===== src/rtl/sme_rng_pool.sv =====
// Randomness pool for the SME masked datapath: warms up sme_rng, then buffers
// guard-share word sets in a small FIFO that hands each set out exactly once.
module sme_rng_pool #(
  parameter  int XLEN   = 32,
  parameter  int SMAX   = 3,
  parameter  int DEPTH  = 4,
  parameter  int WARMUP = 16,
  localparam int RMAX   = SMAX + SMAX * (SMAX - 1) / 2,
  localparam int DW     = RMAX * XLEN,
  localparam int LW     = $clog2(DEPTH) + 1
) (
  input  logic          g_clk,
  input  logic          g_resetn,
  output logic          g_clk_req,
  output logic          rng_update,
  input  logic [DW-1:0] rng_in,
  input  logic          flush,
  output logic          mask_valid,
  input  logic          mask_ready,
  output logic [DW-1:0] mask_data,
  output logic [LW-1:0] level
);

  localparam int PW = $clog2(DEPTH);
  localparam int CW = $clog2(WARMUP + 1);

  typedef enum logic {
    WARM = 1'b0,
    RUN  = 1'b1
  } state_t;

  state_t          state;
  state_t          state_nxt;
  logic [CW-1:0]   warm_cnt;
  logic [PW-1:0]   rd_ptr;
  logic [PW-1:0]   wr_ptr;
  logic [DW-1:0]   mem [DEPTH];
  logic            full;
  logic            push;
  logic            pop;
  logic            do_flush;

  assign full      = (level == LW'(DEPTH));
  assign mask_data = mem[rd_ptr];

  always_ff @(posedge g_clk or negedge g_resetn) begin
    if (!g_resetn) begin
      state <= WARM;
    end else begin
      state <= state_nxt;
    end
  end

  always_comb begin
    state_nxt = state;
    case (state)
      WARM:    if (warm_cnt == CW'(WARMUP - 1)) state_nxt = RUN;
      RUN:     state_nxt = RUN;
      default: state_nxt = WARM;
    endcase
  end

  // Flush wins over the handshake: a ready seen during a flush cycle is not a pop.
  always_comb begin
    mask_valid = 1'b0;
    pop        = 1'b0;
    push       = 1'b0;
    do_flush   = 1'b0;
    rng_update = 1'b1;
    g_clk_req  = 1'b1;
    case (state)
      WARM: begin
        rng_update = 1'b1;
        g_clk_req  = 1'b1;
      end
      RUN: begin
        mask_valid = (level != '0);
        do_flush   = flush;
        pop        = mask_valid & mask_ready & ~flush;
        push       = (~full | pop) & ~flush;
        rng_update = push;
        g_clk_req  = ~full | flush;
      end
      default: begin
        rng_update = 1'b1;
        g_clk_req  = 1'b1;
      end
    endcase
  end

  always_ff @(posedge g_clk or negedge g_resetn) begin
    if (!g_resetn) begin
      warm_cnt <= '0;
    end else if (state == WARM) begin
      warm_cnt <= warm_cnt + CW'(1);
    end else begin
      warm_cnt <= '0;
    end
  end

  // Pointers are PW bits wide, so they wrap modulo DEPTH on their own.
  always_ff @(posedge g_clk or negedge g_resetn) begin
    if (!g_resetn) begin
      rd_ptr <= '0;
      wr_ptr <= '0;
      level  <= '0;
    end else if (do_flush) begin
      rd_ptr <= '0;
      wr_ptr <= '0;
      level  <= '0;
    end else begin
      if (push) wr_ptr <= wr_ptr + PW'(1);
      if (pop)  rd_ptr <= rd_ptr + PW'(1);
      level <= level + LW'(push) - LW'(pop);
    end
  end

  // Storage is cleared on reset so old masks can never reach mask_data.
  always_ff @(posedge g_clk or negedge g_resetn) begin
    if (!g_resetn) begin
      for (int i = 0; i < DEPTH; i++) mem[i] <= '0;
    end else if (push) begin
      mem[wr_ptr] <= rng_in;
    end
  end

endmodule


===== config.mk =====
export PLATFORM = sky130hd
export DESIGN_NAME = sme_rng_pool
export DESIGN_NICKNAME = d
export VERILOG_FILES = /design/src/rtl/sme_rng_pool.sv
export SDC_FILE = /design/constraint.sdc
export NUM_CORES = 1
export LEC_CHECK = 0
export BUFFER_PORTS_ARGS = -buffer_cell sky130_fd_sc_hd__buf_2
export CAP_MARGIN = 20
export CORE_MARGIN = 2
export CORE_UTILIZATION = 45
export DETAILED_ROUTE_END_ITERATION = 7
export PLACE_DENSITY = 0.66
export SLEW_MARGIN = 20
export SYNTH_ARGS = -nofsm -noshare
export SYNTH_HDL_FRONTEND = slang
export SYNTH_SLANG_ARGS = --single-unit

===== constraint.sdc =====
create_clock -name g_clk -period 2.1 [get_ports g_clk]
set_clock_uncertainty 0.1 [all_clocks]
set_input_delay 0 -clock g_clk [delete_from_list [all_inputs] [get_ports g_clk]]
set_output_delay 0 -clock g_clk [all_outputs]
set_load 0.02 [all_outputs]

==> results.yml, run 1 <==
cells_and_area:
  area_growth_pct: 34.2
  fillers: 5470
  drive_gt1_share_pct: 39.5
  nets: 2849
  final-seq-area_um2: 19600
  post-route-util_pct: 60.7
  multi_input_area_um2: 13900
global_routing:
  grtUsageTotal_pct: 21.7
  overflow: 0
  grt_pass1_wl_um: 130000
  grt_max_degree: 95
  grt_pass1_vias: 22700
  antenna_found_initial: 5
place:
  place_hpwl_um: 52800
  io_buffers: 393
  dp_slack_ns: -0.0974
  gp_congestion: 0.788
timing:
  layout_min_cycle_time_ns: 2.40
  fin_crit_sh_pct: 115
  rsz0062_at_grt: "yes"
  max_slew_margin_pct: 63.2
  final_max_slew_viol_count: 0
  max_freq_ghz: 0.416
  worst_slack_ns: -0.305
  hold_violations: 0
  tightestPinTransition_ns: 0.553
  setup_violations: 228
  setup-tns-final_ns: -43.26
route:
  vias_per_cell: 5.43
  drc: 0
  drt-initial-drc-count: 956
  vias: 20000
  wirelength_um: 86700
  ant_nets: 0
  drt-pass1-iter-count: 5
  wire_per_inst_um: 23.5
worst_setup_path:
  cp_max_fo: 7
  reg2reg_to: "level[2]"
  required_ns: 2.00
  worstSetupEndpoint: "mask_data[186]"
  worstSetupStartpointType: "flop"
  endpoint_kind: "output port"
  arrival_ns: 2.30
  regToRegStartpoint: "level[1]"
  crit_path_start: "rd_ptr[0]"
  r2r_setup_slack_ns: -0.12
  critPathKind: "reg -> out"
  ff2ff_path_depth: 8
clock_tree:
  cts.path.max_buffers: 3
  path_clk_slew_ns: 0.06
  insertion_delay_ns: 0.62
  cts_buffers: 84
  cts_tree: "built"
  clkSinkCount: 781
  cts_root_buffer: "clkbuf_16"
  h-tree-depth: 3
logic_synthesis:
  synth_area_um2: 33500
  syn_inst: 1926
  synth-seq-area-share_pct: 58.3
  synth_nets: 2131
  syn_avg_cell_area_um2: 17.4
  ys_warn_count: 0
  ys_ff_latch: 781
  ys_types: 27
power_and_ir_drop:
  finalPower_mw: 71.1
  power_leakage_nw: 19.5
  ir_drop_v: 0.000944
  powerDensity_nw_per_um2: 1580
outcome:
  status: "finished with violations"
  violations: "negative setup slack"
job:
  max_cap_viol_count: 0
floorplan:
  die_height_um: 277
  dieArea_um2: 76700
  core_um2: 74100
  io_pins: 394
  die_x_um: 277
  initial_core_util_pct: 45.3
  rows: 100
min_path:
  min_path_type: "in -> reg"
-- flip-flops by register name (all words and copies together), names as in the netlist --
register and cells:
level 3, mem 768, rd_ptr 2, state 1, warm_cnt 5, wr_ptr 2
-- synth_stat cells --
cell type,number,area (um2)
ha_1,8,100
buf_1,7,26.3
mux4_2,192,4320
buf_2,95,475
or3_1,1,6.26
and3_1,2,12.5
xor2_1,1,8.76
mux2_2,48,541
o21ai_0,1,5.00
nand2b_1,1,6.26
and2_1,3,18.8
clkbuf_1,27,101
mux2i_1,4,40.0
nor4b_2,1,15.0
nand3_1,2,10.0
nor3b_1,4,30.0
or2_2,1,6.26
a21oi_1,1,5.00
nand4_1,1,6.26
nand2_1,5,18.8
nor2_1,6,22.5
mux2_1,720,8110
dfrtp_1,781,19500
fa_1,1,20.0
nor2b_1,2,12.5
xnor2_1,3,26.3
inv_1,8,30.0
-- cell type report --
cell class	count	area share, %
multi-input combinational	1008	30.8
antenna	5	0.0278
clock buffer	117	5.33
timing repair buffer	761	16.6
tap	969	2.69
sequential	781	43.5
inverter	8	0.0667
clock inverter	35	1.05
-- per-layer routing --
| layer | vias up | global-route usage, % | wire length, um |
|---|---|---|---|
| li1 | 8651 | - | - |
| met1 | 10800 | 28.1 | 36500 |
| met2 | 446 | 36.7 | 43300 |
| met3 | 146 | 4.83 | 4460 |
| met4 | 2 | 6.83 | 2410 |
| met5 | - | 0 | 13 |
-- report_power, final --
group          leakage [nW]  total (mW)  internal (mW)  switching (mW)
clock network          1.42        15.3           9.21            6.06
registers              9.30        26.3           22.6            3.65
logic                  8.76        29.6           16.4            13.1
-- metrics by stage --
step,hold WS (ns),cells,instance area [um2]
CTS,0.0273,3650,43600
global placement,-0.115,3270,37600
finish,0.0737,3684,45000
floorplan,-0.396,1926,33600
global route,0.0643,3683,45000
detailed placement,-0.109,3270,37600
-- logic make-up (layout without fill, tap and decap cells) --
group / count (synthesis) / in the layout / share of synthesized area, %
buf+inv: 137 / 921 / 1.89
fa+ha+maj: 9 / 9 / 0.358
simple gates: 29 / 29 / 0.493
compound gates: 2 / 2 / 0.0298
xor+xnor: 4 / 4 / 0.105
mux: 964 / 964 / 38.8
other cells: 0 / 5 / 0
flops: 781 / 781 / 58.3
-- layout by cell type, fill, tap and decap left out, types with 3 or more instances in the layout --
cell type        n
dfrtp_1        777
mux2_1         608
buf_2          289
dlygate4sd3_1  195
mux4_2         192
buf_6          114
mux2_4         112
clkbuf_16      103
buf_4           60
buf_12          52
mux2_2          48
buf_16          23
clkinv_2        20
clkbuf_1        17
clkbuf_8        15
bufinv_16       10
inv_1            7
buf_8            7
nor2_1           6
ha_1             6
diode_2          5
nand2_1          5
mux2i_1          4
clkinv_8         4
and2_1           3
bufbuf_16        3
-- what timing repair did --
item                                    in CTS  in global routing
gates resized for setup                    190                233
cloned                                      10                 23
endpoints found under the setup margin     217                412
buffers inserted                            22                  8
pin swaps                                    2                  3
hold endpoints to repair                  1556                  0
hold buffers                               196                  0
-- critical path, cell delays in order (launching register included) --
cell     delay, ns
dfrtp_4       0.46
buf_12        0.16
buf_16        0.19
buf_16        0.16
mux4_2        0.55
buf_6         0.16
-- worst min path at each step --
stage | from | end | slack, ns | cells after the start
floorplan | g_resetn | level[0] | -0.40 | 0
global placement | g_resetn | mem[469] | -0.11 | 1
detailed placement | g_resetn | mem[469] | -0.11 | 1
CTS | rng_in[150] | mem[342] | 0.03 | 3
global route | rng_in[147] | mem[147] | 0.06 | 3
finish | rng_in[150] | mem[342] | 0.07 | 3
Power figures use the tool's default switching activity.
==> run 2, diff against run 1 <==
RECOVER_POWER = 25   (was unset)
==> run 2 against run 1 <==
  * The flow still finishes with violations (negative setup slack)
  * Sequential share of layout area rose by 0.10 points
  * Die area unchanged
  * Maximum frequency grew 0.13%
  * First-iteration DRC count is 1.6% lower
  * Non-clock buffer count stayed put
  * Routed wire length hardly changed
  * Worst hold slack gained 0.0013 ns
  * Count of clock-buffer cells in the layout unchanged
  * Register-to-register slack about the same
  * Final area shrank 0.24%
  * Core utilization is 0.14 points lower
  * Critical path depth unchanged
==> results.yml, run 2 (same netlist as run 1, synthesis figures left out) <==
clock_tree:
  insertion_delay_ns: 0.62
  cts.path.max_buffers: 3
  h-tree-depth: 3
  clkSinkCount: 781
  cts_buffers: 84
  cts_tree: "built"
  path_clk_slew_ns: 0.06
  cts_root_buffer: "clkbuf_16"
timing:
  final_max_slew_viol_count: 0
  worst_slack_ns: -0.302
  fin_crit_sh_pct: 114
  max_freq_ghz: 0.416
  rsz0062_at_grt: "yes"
  layout_min_cycle_time_ns: 2.40
  tightestPinTransition_ns: 1.08
  max_slew_margin_pct: 28.3
  setup_violations: 231
  hold_violations: 0
worst_setup_path:
  worstSetupStartpointType: "flop"
  cp_max_fo: 7
  required_ns: 2.00
  arrival_ns: 2.30
  endpoint_kind: "output port"
  critPathKind: "reg -> out"
cells_and_area:
  final_cells: 3684
  final_common_cell: "dfrtp_1"
  area_growth_pct: 33.9
  multi_input_area_um2: 13900
  layout_common_cells: "dfrtp_1 (777), mux2_1 (608), buf_2 (289), dlygate4sd3_1 (195), mux4_2 (192)"
  drive_gt1_share_pct: 39.3
  nets: 2849
  reg_top3: "mem x768, warm_cnt x5, level x3"
  final-seq-area_um2: 19600
  largest_reg_flops: 768
  fillers: 5491
  largest_register: "mem"
outcome:
  status: "finished with violations"
  violations: "negative setup slack"
global_routing:
  grtUsageTotal_pct: 21.7
  grt_pass1_vias: 22700
  grt_pass1_wl_um: 130000
  grt_max_degree: 95
  overflow: 0
  antenna_found_initial: 5
place:
  dpl.cell_count: 3270
  io_buffers: 393
  place_hpwl_um: 52800
  gp_congestion: 0.788
job:
  max_cap_viol_count: 0
floorplan:
  core_um2: 74100
  die_x_um: 277
  die_height_um: 277
  rows: 100
  initial_core_util_pct: 45.3
  dieArea_um2: 76700
  io_pins: 394
route:
  drc: 0
  drt-pass1-iter-count: 4
  ant_nets: 0
  wire_per_inst_um: 23.5
  wirelength_um: 86600
  drt-initial-drc-count: 941
  vias: 20000
  vias_per_cell: 5.42
power_and_ir_drop:
  clkPwrFrac_pct: 21.5
  finalPower_mw: 71.1
  ir_drop_v: 0.000944
  netSwitchingPower_mw: 22.8
  powerDensity_nw_per_um2: 1580
  power_leakage_nw: 19.4
  switching_share_pct: 32.1
  p_seq_share_pct: 37.0
  p_int_mw: 48.3
  p_comb_share_pct: 41.6
min_path:
  min_path_type: "in -> reg"
==> run 2: stage by stage <==
step | setup slack (ns) | hold WS (ns) | area [um2] | utilization, % | TNS [ns]
global placement | -0.0749 | -0.115 | 37600 | 50.8 | -0.0900
finish | -0.302 | 0.0749 | 44900 | 60.6 | -42.71
detailed placement | -0.0974 | -0.109 | 37600 | 50.8 | -0.188
CTS | -0.351 | 0.0273 | 43600 | 58.9 | -53.09
global route | -0.361 | 0.0643 | 44900 | 60.6 | -59.60
floorplan | -0.148 | -0.396 | 33600 | - | -0.251
==> run 2: power by group through the flow <==
stage                     Sequential (mW)  Combinational, mW  Clock [mW]
after floorplan                      25.0               16.8           0
after global placement               25.6               23.5           0
final                                26.3               29.6        15.3
after CTS                            26.2               27.2        15.6
after global routing                 27.2               31.4        16.3
after detailed placement             26.4               24.2           0
==> run 2: worst max-delay path: stages, from the launching register on <==
cell and delay, ns:
dfrtp_4 0.46, buf_12 0.15, buf_16 0.19, buf_16 0.16, mux4_2 0.55, buf_6 0.16
==> run 2: path summary, 6_finish.rpt <==
check / from / end / slack, ns / cells past startpoint
worst max-delay path: rd_ptr[0] / mask_data[186] / -0.30 / 5
worst min-delay path: rng_in[150] / mem[342] / 0.07 / 3
worst max register to register: level[1] / level[2] / -0.12 / 8
worst min register to register: mem[184] / mem[184] / 0.38 / 1
max in group asynchronous: g_resetn / rd_ptr[1] / 0.22 / 3
min in group asynchronous: g_resetn / mem[280] / 0.65 / 3
==> run 2: area by class of cell <==
class | count | area share [%]
sequential | 781 | 43.6
clock inverter | 35 | 1.05
tap | 969 | 2.70
antenna | 5 | 0.0279
inverter | 8 | 0.0669
timing repair buffer | 761 | 16.4
clock buffer | 117 | 5.34
multi-input combinational | 1008 | 30.9
==> run 2: what timing repair did <==
item,4_1_cts,5_1_grt
gates resized for setup,190,233
cloned,10,23
endpoints found under the hold margin,1556,0
hold buffers,196,0
setup buffers,22,8
pin swaps,2,3
setup endpoints to repair,217,412
==> run 2: per-layer routing <==
metal | up-vias | share of wire, % | track usage [%] | routed length (um)
met2 | 426 | 50 | 36.7 | 43400
met5 | - | 0.015 | 0 | 13
met4 | 2 | 2.7 | 6.83 | 2360
met3 | 143 | 4.9 | 4.83 | 4270
li1 | 8642 | - | - | -
met1 | 10800 | 42 | 28.1 | 36600
